$ cat config.mk
export PLATFORM = sky130hd
export DESIGN_NAME = shifter_pipe
export DESIGN_NICKNAME = d
export VERILOG_FILES = /design/src/rtl/shifter_pipe.sv
export SDC_FILE = /design/constraint.sdc
export NUM_CORES = 1
export LEC_CHECK = 0
export ABC_AREA = 1
export CAP_MARGIN = 15
export CORE_MARGIN = 8
export CORE_UTILIZATION = 40
export CTS_CLUSTER_SIZE = 16
export DETAILED_ROUTE_END_ITERATION = 6
export GPL_ROUTABILITY_DRIVEN = 0
export GPL_TIMING_DRIVEN = 0
export PLACE_DENSITY = 0.6
export RECOVER_POWER = 100
export SLEW_MARGIN = 20
export SYNTH_ARGS = -nofsm -noshare
export SYNTH_HDL_FRONTEND = slang
export SYNTH_SLANG_ARGS = --single-unit
$ cat constraint.sdc
create_clock -name clock -period 2.4 [get_ports clock]
set_clock_uncertainty 0.1 [all_clocks]
set_input_delay 0.36 -clock clock [delete_from_list [all_inputs] [get_ports clock]]
set_output_delay 0.36 -clock clock [all_outputs]
set_load 0.01 [all_outputs]
$ cat src/rtl/shifter_pipe.sv
`default_nettype none
// ============================================================================
// Module   : shifter_pipe
// Function : Pipelined barrel shifter (SLL/SRL/SRA/ROR), one stage per shift
//            amount bit, largest shift first, with valid/ready flow control.
// Revision : 1.0 - initial release
// ============================================================================
module shifter_pipe #(
    parameter int WIDTH   = 32,
    parameter int SHAMT_W = 5,
    parameter int TAG_W   = 5
) (
    input  logic               clock,
    input  logic               reset_n,
    input  logic               in_valid,
    output logic               in_ready,
    input  logic [WIDTH-1:0]   data_operandA,
    input  logic [SHAMT_W-1:0] ctrl_shiftamt,
    input  logic [1:0]         ctrl_shiftop,
    input  logic [TAG_W-1:0]   in_tag,
    output logic               out_valid,
    input  logic               out_ready,
    output logic [WIDTH-1:0]   data_result,
    output logic [TAG_W-1:0]   out_tag
);

    localparam int c_LAST = SHAMT_W - 1;

    localparam logic [1:0] c_OP_SLL = 2'b00;
    localparam logic [1:0] c_OP_SRL = 2'b01;
    localparam logic [1:0] c_OP_SRA = 2'b10;

    logic [SHAMT_W-1:0]              r_valid;
    logic [SHAMT_W-1:0][WIDTH-1:0]   r_data;
    logic [SHAMT_W-1:0][SHAMT_W-1:0] r_amt;
    logic [SHAMT_W-1:0][1:0]         r_op;
    logic [SHAMT_W-1:0][TAG_W-1:0]   r_tag;

    logic [SHAMT_W-1:0]              w_src_valid;
    logic [SHAMT_W-1:0][WIDTH-1:0]   w_src_data;
    logic [SHAMT_W-1:0][SHAMT_W-1:0] w_src_amt;
    logic [SHAMT_W-1:0][1:0]         w_src_op;
    logic [SHAMT_W-1:0][TAG_W-1:0]   w_src_tag;
    logic [SHAMT_W-1:0][WIDTH-1:0]   w_next_data;

    logic w_stall;
    logic w_unused;

    assign w_stall  = r_valid[c_LAST] & ~out_ready;
    assign in_ready = ~w_stall;

    // Stage k is fed by stage k-1; stage 0 is fed straight from the ports.
    assign w_src_valid = {r_valid[SHAMT_W-2:0], in_valid};
    assign w_src_data  = {r_data[SHAMT_W-2:0],  data_operandA};
    assign w_src_amt   = {r_amt[SHAMT_W-2:0],   ctrl_shiftamt};
    assign w_src_op    = {r_op[SHAMT_W-2:0],    ctrl_shiftop};
    assign w_src_tag   = {r_tag[SHAMT_W-2:0],   in_tag};

    generate
        for (genvar k = 0; k < SHAMT_W; k++) begin : g_stage
            localparam int c_SH = 2 ** (SHAMT_W - 1 - k);

            logic [WIDTH-1:0] w_shifted;

            always_comb begin
                w_shifted = w_src_data[k];
                case (w_src_op[k])
                    c_OP_SLL: w_shifted = {w_src_data[k][WIDTH-1-c_SH:0], {c_SH{1'b0}}};
                    c_OP_SRL: w_shifted = {{c_SH{1'b0}}, w_src_data[k][WIDTH-1:c_SH]};
                    // MSB is never disturbed by earlier right shifts, so it
                    // still equals the original operand's sign bit here.
                    c_OP_SRA: w_shifted = {{c_SH{w_src_data[k][WIDTH-1]}},
                                           w_src_data[k][WIDTH-1:c_SH]};
                    default:  w_shifted = {w_src_data[k][c_SH-1:0],
                                           w_src_data[k][WIDTH-1:c_SH]};
                endcase
            end

            assign w_next_data[k] = w_src_amt[k][SHAMT_W-1-k] ? w_shifted : w_src_data[k];
        end
    endgenerate

    always_ff @(posedge clock or negedge reset_n) begin
        if (!reset_n) begin
            r_valid <= '0;
            r_data  <= '0;
            r_amt   <= '0;
            r_op    <= '0;
            r_tag   <= '0;
        end else if (!w_stall) begin
            r_valid <= w_src_valid;
            r_data  <= w_next_data;
            r_amt   <= w_src_amt;
            r_op    <= w_src_op;
            r_tag   <= w_src_tag;
        end
    end

    assign out_valid   = r_valid[c_LAST];
    assign data_result = r_data[c_LAST];
    assign out_tag     = r_tag[c_LAST];

    // Last-stage amount/op are carried for uniformity but have no consumer.
    assign w_unused = ^{r_amt[c_LAST], r_op[c_LAST]};

endmodule
`default_nettype wire

==> results of run 1 <==
-- synthesized netlist by cell type, types with 7 or more instances --
library cell	n
o21ai_1	26
nor2_1	135
nand3_1	146
nand2_1	559
inv_2	7
clkbuf_1	23
buf_4	48
a21oi_1	113
buf_6	8
o21ai_0	133
dfrtp_1	208
inv_1	239
buf_2	59
-- report_power, final --
part	internal (mW)	switching (mW)
Clock	2.22	1.47
Combinational	3.39	5.69
Sequential	5.14	0.969
-- through the flow --
| step | setup WS [ns] | area (um^2) | power (mW) |
|---|---|---|---|
| detailed placement | -0.195 | 13200 | 15.3 |
| floorplan | 1.03 | 11800 | 12.4 |
| global route | 0.0178 | 13900 | 20.6 |
| finish | 0.0853 | 13900 | 18.9 |
| global placement | -8.07 | 13100 | 15.2 |
| CTS | 0.0606 | 13900 | 19.1 |
-- cell families (layout without fill, tap and decap cells) --
group | count (synthesis) | count (layout) | synth area share
compound gates | 272 | 272 | 0.116
buf+inv | 387 | 516 | 0.150
simple gates | 849 | 849 | 0.291
flops | 208 | 208 | 0.443
-- routing by layer --
layer  vias up  track usage
met2       304        0.309
met5         -            0
met3        69       0.0263
li1       5468            -
met4         0       0.0612
met1      5065        0.249
-- area by class of cell --
class                           count  area, um^2
Buffer                            139         798
Multi-Input combinational cell   1121        4790
Timing Repair Buffer               88         921
Sequential cell                   208        5200
Clock buffer                       39         748
Fill cell                        3001       14900
Tap cell                          384         480
Clock inverter                      4        45.0
Inverter                          246         923
-- path summary, 6_finish.rpt --
check	start	end	cells past startpoint
max reg2reg	r_valid[4]	r_data[14]	5
min reg2reg	r_valid[3]	r_valid[4]	2
max in group asynchronous	reset_n	r_amt[10]	4
max	r_valid[4]	in_ready	2
min	ctrl_shiftamt[4]	r_data[15]	5
min in group asynchronous	reset_n	data_result[25]	2
-- worst reg2reg max path, delay by kind of cell, from the launching register on --
family | cells | cell delay, ns
and+or+nand+nor | 2 | 0.45
DFF | 1 | 0.40
AOI/OAI and AO/OA | 1 | 0.10
buffers and inverters | 2 | 1.07
-- repair_timing --
action | 4_1_cts | 5_1_grt
hold endpoints to repair | 55 | 0
setup endpoints to repair | 1 | 0
hold buffers | 1 | 0
-- sequential cells by signal, indices dropped and copies added, names as in the netlist --
name,flops
r_op,8
data_result,32
r_valid,5
r_amt,10
r_tag,20
out_tag,5
r_data,128
==> key figures, run 1 <==
Critical path
  • Maximum fanout along the worst path: 28
  • Reg-to-reg slack, setup: 0.21 ns
  • Critical path's top delay family: buffers and inverters
  • CP max stage delay: 0.61 ns
  • Crit path arrival time: 1.85 ns
  • Endpoint class of the critical path: primary output
  • Buf/Inv on CP: 1
  • Required @ worst endpoint: 1.94 ns
  • Critical path, cell by cell: nand2_4, clkdlybuf4s50_1
  • Kind of critical path: flip-flop to primary output
  • CP Launch Type: flip-flop
  • CP max-delay cell: clkdlybuf4s50_1

Drt
  • First drt pass iteration count: 5
  • Routed met2 length: 15,000 um
  • Met1 WL: 14,900 um
  • Via count: 10,906
  • Via density: 4.89
  • DR WL met3: 1910 um
  • Detail Route Antenna Nets: 0
  • 1st-iter DRT viols: 911
  • Top sig layer: met4
  • WL per Instance: 14.7 um
  • Routed WL: 32,900 um
  • DRC viols: 0

Timing
  • Hold Slack: 0.193 ns
  • # setup viols final: 0
  • Period utilisation layout: 0.964
  • Slew @ Worst Pin: 0.785 ns
  • Unrepaired setup endpoints after global routing: false
  • Final Max Tran Viols: 0
  • Max-slew headroom: 0.477
  • Hold Vio Cnt, Final: 0
  • Fmax: 0.432 GHz
  • Fin crit period: 2.31 ns
  • Post-route setup TNS: 0 ns

Run
  • Max-cap violations: 0

Synthesis
  • Post-synth EDFFs: 0
  • Post-synthesis cell type count: 18
  • Top cell type's share of synthesized area: 0.443
  • Seq cells post-synth: 208
  • Area contributors post-synth: dfrtp_1 44%, nand2_1 18%, inv_1 7.6%
  • Part of the Yosys area used for sequential elements: 0.443
  • Mapped cell area: 0.0118 mm^2
  • Post-Syn Area per Cell: 6.85 um^2
  • Syn Nets: 1,764
  • Yosys top cell by area: dfrtp_1
  • Main flop type after synthesis: dfrtp_1
  • Synth warn: 0
  • Post-synthesis cell count: 1,716
  • Fraction of registers with async set/reset: 1.00

Floorplan
  • Die width: 187 um
  • I/O pin count: 87
  • Core Rows: 62
  • Full die area: 0.0351 mm^2
  • Die height: 187 um
  • Core Region: 0.0289 mm^2
  • Initial core utilization: 0.407

Pwr
  • PwrDens: 1360 mW/mm^2
  • Worst VDD drop: 0.692 mV
  • Lkg Pwr: 7.33 nW

Final layout
  • Antenna cells: 0
  • Final non-filler cell total: 2,229
  • Area Overhead vs Synth: 18.3%
  • Most frequent cells in the layout: 559 x nand2_1, 240 x inv_1, 208 x dfrtp_1
  • Final Util: 0.482
  • Final net count: 1,876
  • Share of layout cells above drive strength 1: 0.0802
  • Most common cell after layout, fill and taps aside: nand2_1

Place
  • Port Buffer Count: 85
  • Post-placement cell count: 2,187
  • Post-DP HPWL: 24,700 um

CTS
  • CTS tree: yes
  • Worst-Skew Late Latency: 0.53 ns
  • Post-cts repair resize count: 0
  • Post-CTS setup buffers: 0
  • Clock buffer count from CTS: 24
  • Clk buf depth: 3
  • Root buf cell: clkbuf_16
  • H-tree depth: 1
  • Worst-path clk slew: 0.06 ns
  • Clk sinks: 208

Status
  • Run status: completed

Global route
  • GRT overflow: 0
  • Initial antenna violation count: 0
  • Largest net degree at the start of global routing: 92
  • Global-route wire length before repair: 55,200 um
  • Vias in the first global route: 10,804
  • All-Layer GR Usage: 0.187

Worst hold path
  • Hold Path Class: input pin to flip-flop
Note: power is estimated with default switching activity, not from simulation.
==> run 2, diff against run 1 <==
Settings changed: GPL_TIMING_DRIVEN 0 to default.
==> key figures, run 2 (synthesis gave the netlist of run 1 again) <==
Status
  • Run status: completed

Critical path
  • Endpoint class of the critical path: primary output
  • CP Launch Type: flip-flop
  • Crit path arrival time: 1.79 ns (-0.06 ns)
  • Kind of critical path: flip-flop to primary output
  • Maximum fanout along the worst path: 18 (-36%)
  • Required @ worst endpoint: 1.94 ns (about the same)

Final layout
  • Max reg flops: 128 (unchanged)
  • Antenna cells: 0 (unchanged)
  • Most frequent cells in the layout: 561 x nand2_1, 239 x inv_1, 208 x dfrtp_1
  • Top reg by flops: r_data
  • Final net count: 1,765 (-5.9%)
  • Area Overhead vs Synth: 12.6%
  • Most common cell after layout, fill and taps aside: nand2_1
  • Share of layout cells above drive strength 1: 0.0427 (-0.0376)
  • Final non-filler cell total: 2,119 (-4.9%)

Floorplan
  • Initial core utilization: 0.407 (unchanged)
  • Core Rows: 62 (unchanged)
  • Full die area: 0.0351 mm^2 (unchanged)
  • Die width: 187 um (unchanged)
  • Core Region: 0.0289 mm^2 (unchanged)
  • I/O pin count: 87 (unchanged)
  • Die height: 187 um (unchanged)

CTS
  • Worst-Skew Late Latency: 0.54 ns (about the same)
  • Worst-path clk slew: 0.06 ns (about the same)
  • Clk sinks: 208 (unchanged)
  • Clock buffer count from CTS: 25 (+4.2%)
  • CTS tree: yes
  • Clk buf depth: 3 (unchanged)
  • Post-cts repair resize count: 0 (unchanged)
  • H-tree depth: 1 (unchanged)
  • Root buf cell: clkbuf_16

Timing
  • # setup viols final: 0 (unchanged)
  • Slew @ Worst Pin: 1.08 ns (+0.295 ns)
  • Post-route setup TNS: 0 ns (unchanged)
  • Unrepaired setup endpoints after global routing: false
  • Period utilisation layout: 0.938 (-0.0265)
  • Max-slew headroom: 0.280 (-0.197)
  • Hold Vio Cnt, Final: 0 (unchanged)
  • Fin crit period: 2.25 ns (-0.0637 ns)
  • Fmax: 0.444 GHz (+2.8%)
  • Final Max Tran Viols: 0 (unchanged)

Global route
  • All-Layer GR Usage: 0.167 (-0.0202)
  • Largest net degree at the start of global routing: 91 (-1.1%)
  • Global-route wire length before repair: 50,200 um (-9.0%)
  • GRT overflow: 0 (unchanged)
  • Initial antenna violation count: 0 (unchanged)
  • Vias in the first global route: 9,928 (-8.1%)

Pwr
  • Combinational Power Share: 0.442 (-0.039)
  • PwrDens: 1340 mW/mm^2 (-1.5%)
  • P_sw: 7.62 mW (-6.3%)
  • Share of power burned in the clock network: 0.207 (+0.011)
  • Lkg Pwr: 6.92 nW (-5.6%)
  • Internal Power: 10.1 mW (-6.2%)
  • Switching share of total power: 0.430 (about the same)
  • Worst VDD drop: 0.565 mV (-18%)
  • Seq pwr share: 0.350 (+0.027)

Drt
  • WL per Instance: 13.8 um (-6.1%)
  • Via density: 4.87 (-0.53%)
  • Routed WL: 29,300 um (-11%)
  • First drt pass iteration count: 5 (unchanged)
  • DRC viols: 0 (unchanged)
  • Detail Route Antenna Nets: 0 (unchanged)
  • Via count: 10,313 (-5.4%)
  • 1st-iter DRT viols: 775 (-15%)

Place
  • Port Buffer Count: 86 (+1.2%)
  • Post-DP HPWL: 19,800 um (-20%)
  • Post-placement cell count: 2,073 (-5.2%)

Run
  • Max-cap violations: 0 (unchanged)

Worst hold path
  • Hold Path Class: input pin to flip-flop
[run 2: worst paths after layout]
path | start | cells past startpoint | to | slack, ns
max | r_valid[4] | 2 | in_ready | 0.15
min reg2reg | out_tag[4] | 2 | out_tag[4] | 0.36
max reg2reg | r_valid[4] | 4 | r_data[14] | 0.29
min in group asynchronous | reset_n | 2 | data_result[28] | 0.28
max in group asynchronous | reset_n | 3 | r_op[2] | 0.46
min | in_valid | 3 | r_valid[0] | 0.25
[run 2: power by group through the flow]
stage,Sequential (mW),Clock [mW],Combinational (mW)
2_1_floorplan,5.86,0,6.50
3_3_place_gp,6.25,0,8.03
3_5_place_dp,6.28,0,8.11
4_1_cts,6.23,3.78,8.17
5_1_grt,6.43,3.93,9.08
6_report,6.20,3.67,7.83
[run 2: worst max-delay path, stage by stage (launching register included)]
cell           delay, ns
dfrtp_1             0.45
nand2_8             0.17
dlygate4sd3_1       0.63
[run 2: layout make-up]
type,count,area (um^2)
clock buffers,39,718
fillers,3075,15600
flip-flops and latches,208,5200
multi-input cells,1121,4790
repair buffers,115,1060
clock inverters,6,70.1
well taps,384,480
inverters,246,925
[run 2: layer usage]
layer  global-route usage  vias up  wire length [um]
li1                     -     5240                 -
met1                0.228     4823             14000
met2                0.273      208             13500
met3               0.0263       42              1300
met4               0.0400        0               510
met5                    0        -                 0
[run 2: what timing repair did]
item,4_1_cts,5_1_grt
endpoints found under the hold margin,59,0
buffers inserted,0,0
hold buffers,1,0
[run 2: per-stage QoR]
step,setup WS [ns],utilization,power (mW),hold WS [ns],cell area [um^2]
global route,0.0763,0.459,19.4,0.259,13200
floorplan,1.03,-,12.4,-0.0356,11800
CTS,0.140,0.463,18.2,0.236,13400
global placement,0.306,0.436,14.3,0.310,12600
finish,0.149,0.459,17.7,0.252,13200
detailed placement,0.308,0.436,14.4,0.308,12600
==> run 3, diff against run 2 <==
==> constraint.sdc (replaced) <==
create_clock -name clock -period 2.4 [get_ports clock]
set_clock_uncertainty 0.1 [all_clocks]
set_input_delay 0.48 -clock clock [delete_from_list [all_inputs] [get_ports clock]]
set_output_delay 0.48 -clock clock [all_outputs]
set_load 0.01 [all_outputs]
==> key figures, run 3 (synthesis gave the netlist of run 1 again) <==
CTS
  • Clock buffer count from CTS: 25 (unchanged)
  • Worst-Skew Late Latency: 0.52 ns (-0.02 ns)
  • Clk sinks: 208 (unchanged)
  • CTS tree: yes
  • Root buf cell: clkbuf_16
  • Post-cts repair resize count: 0 (unchanged)
  • Clk buf depth: 3 (unchanged)
  • Worst-path clk slew: 0.06 ns (about the same)
  • H-tree depth: 1 (unchanged)

Critical path
  • Kind of critical path: input pin to primary output
  • Critical path origin: out_ready
  • CP Launch Type: input pin
  • Reg2reg end: r_data[38]
  • Reg-to-reg slack, setup: 0.29 ns (about the same)
  • Critical Path Sink: in_ready
  • Cell count of the worst reg-to-reg path: 6 (+2)
  • Worst r2r src: r_op[1]
  • Crit path arrival time: 1.68 ns (-0.11 ns)
  • Required @ worst endpoint: 1.82 ns (-0.12 ns)
  • Maximum fanout along the worst path: 5 (-13)
  • Endpoint class of the critical path: primary output

Drt
  • First drt pass iteration count: 5 (unchanged)
  • 1st-iter DRT viols: 789 (+1.8%)
  • Detail Route Antenna Nets: 0 (unchanged)
  • Routed WL: 29,300 um (about the same)
  • Via count: 10,338 (+0.24%)
  • Via density: 4.89 (+0.53%)
  • WL per Instance: 13.9 um (+0.26%)
  • DRC viols: 0 (unchanged)

Final layout
  • Max reg flops: 128 (unchanged)
  • Antenna cells: 0 (unchanged)
  • Final net count: 1,761 (-0.23%)
  • Top reg by flops: r_data
  • Share of layout cells above drive strength 1: 0.0457 (+0.00304)
  • Area Overhead vs Synth: 13.1%
  • Multi-input combinational cell area: 0.00478 mm^2 (-0.16%)
  • Final non-filler cell total: 2,113 (-0.28%)
  • Most common cell after layout, fill and taps aside: nand2_1
  • Most frequent cells in the layout: 562 x nand2_1, 239 x inv_1, 208 x dfrtp_1
  • Layout filler cell count: 3,024 (-1.7%)
  • FF+latch area: 0.00520 mm^2 (unchanged)

Worst hold path
  • Hold Path Class: flip-flop to flip-flop

Pwr
  • Total power draw: 17.8 mW (+0.65%)
  • PwrDens: 1340 mW/mm^2 (+0.25%)
  • Lkg Pwr: 6.95 nW (+0.45%)
  • Worst VDD drop: 1.25 mV (+120%)

Timing
  • Hold Slack: 0.352 ns (+0.100 ns)
  • Max-slew headroom: 0.0438 (-0.236)
  • Hold Vio Cnt, Final: 0 (unchanged)
  • Period utilisation layout: 0.941 (+0.00275)
  • Unrepaired setup endpoints after global routing: false
  • Fmax: 0.443 GHz (-0.29%)
  • # setup viols final: 0 (unchanged)
  • Final Max Tran Viols: 0 (unchanged)
  • Slew @ Worst Pin: 1.43 ns (+0.355 ns)
  • Fin crit period: 2.26 ns (+0.00659 ns)
  • Post-route setup TNS: 0 ns (unchanged)

Floorplan
  • Full die area: 0.0351 mm^2 (unchanged)
  • Die width: 187 um (unchanged)
  • Core Region: 0.0289 mm^2 (unchanged)
  • Core Rows: 62 (unchanged)
  • Die height: 187 um (unchanged)
  • I/O pin count: 87 (unchanged)
  • Initial core utilization: 0.407 (unchanged)

Place
  • Post-placement cell count: 2,069 (-0.19%)
  • Port Buffer Count: 86 (unchanged)
  • Post-DP HPWL: 20,000 um (+1.0%)

Global route
  • Global-route wire length before repair: 50,200 um (-0.14%)
  • Largest net degree at the start of global routing: 154 (+69%)
  • GRT overflow: 0 (unchanged)
  • Initial antenna violation count: 0 (unchanged)
  • All-Layer GR Usage: 0.166 (-0.000391)
  • Vias in the first global route: 9,954 (+0.26%)

Run
  • Max-cap violations: 0 (unchanged)

Status
  • Run status: completed
## run 3: cell types whose count changed in the layout (fill, tap and decap cells not counted), moves of 6 or more
cell      delta
o21ai_1      +9
clkbuf_2     -6
clkbuf_1    -12
o21ai_0      -9
## run 3: repair_timing
item / in CTS / in global routing
setup endpoints to repair: 0 / 0
hold buffers: 1 / 0
buffers inserted: 0 / 0
endpoints found under the hold margin: 53 / 0
## run 3: layout make-up
class | count | area share
Clock inverter | 8 | 0.00518
Inverter | 246 | 0.0695
Tap cell | 384 | 0.0361
Clock buffer | 35 | 0.0551
Multi-Input combinational cell | 1121 | 0.360
Timing Repair Buffer | 111 | 0.0829
Sequential cell | 208 | 0.391
## run 3: power by group
part | leakage [nW] | switching (mW) | internal, mW
registers | 2.50 | 1.05 | 5.14
clock network | 0.404 | 1.47 | 2.22
logic | 4.05 | 5.11 | 2.83
total | 6.95 | 7.63 | 10.2
## run 3: worst max-delay path, stage by stage
cell and delay, ns:
clkdlybuf4s50_1 0.47, inv_2 0.06, nand2_8 0.07, dlygate4sd3_1 0.61
## run 3: routing by layer
metal  track usage  share of wire  vias to the layer above
met1         0.233           0.48                     4837
li1              -              -                     5237
met3        0.0244          0.043                       42
met5             0              0                        -
met2         0.265           0.45                      222
met4        0.0436          0.023                        0
## run 3: stage by stage
| stage | area (um^2) | setup WS [ns] | utilization |
|---|---|---|---|
| CTS | 13400 | 0.165 | 0.464 |
| global route | 13300 | 0.0872 | 0.461 |
| global placement | 12600 | 0.172 | 0.435 |
| detailed placement | 12600 | 0.186 | 0.435 |
| floorplan | 11800 | 0.865 | - |
| finish | 13300 | 0.142 | 0.461 |
## run 3: worst min path at each step
stage	from	end	slack [ns]	cells past startpoint
4_1_cts	r_valid[3]	r_valid[4]	0.36	2
6_report	r_valid[3]	r_valid[4]	0.35	2
3_5_place_dp	r_valid[3]	r_valid[4]	0.35	2
3_3_place_gp	r_valid[3]	r_valid[4]	0.34	2
2_1_floorplan	reset_n	data_result[0]	0.08	0
5_1_grt	r_valid[3]	r_valid[4]	0.38	2
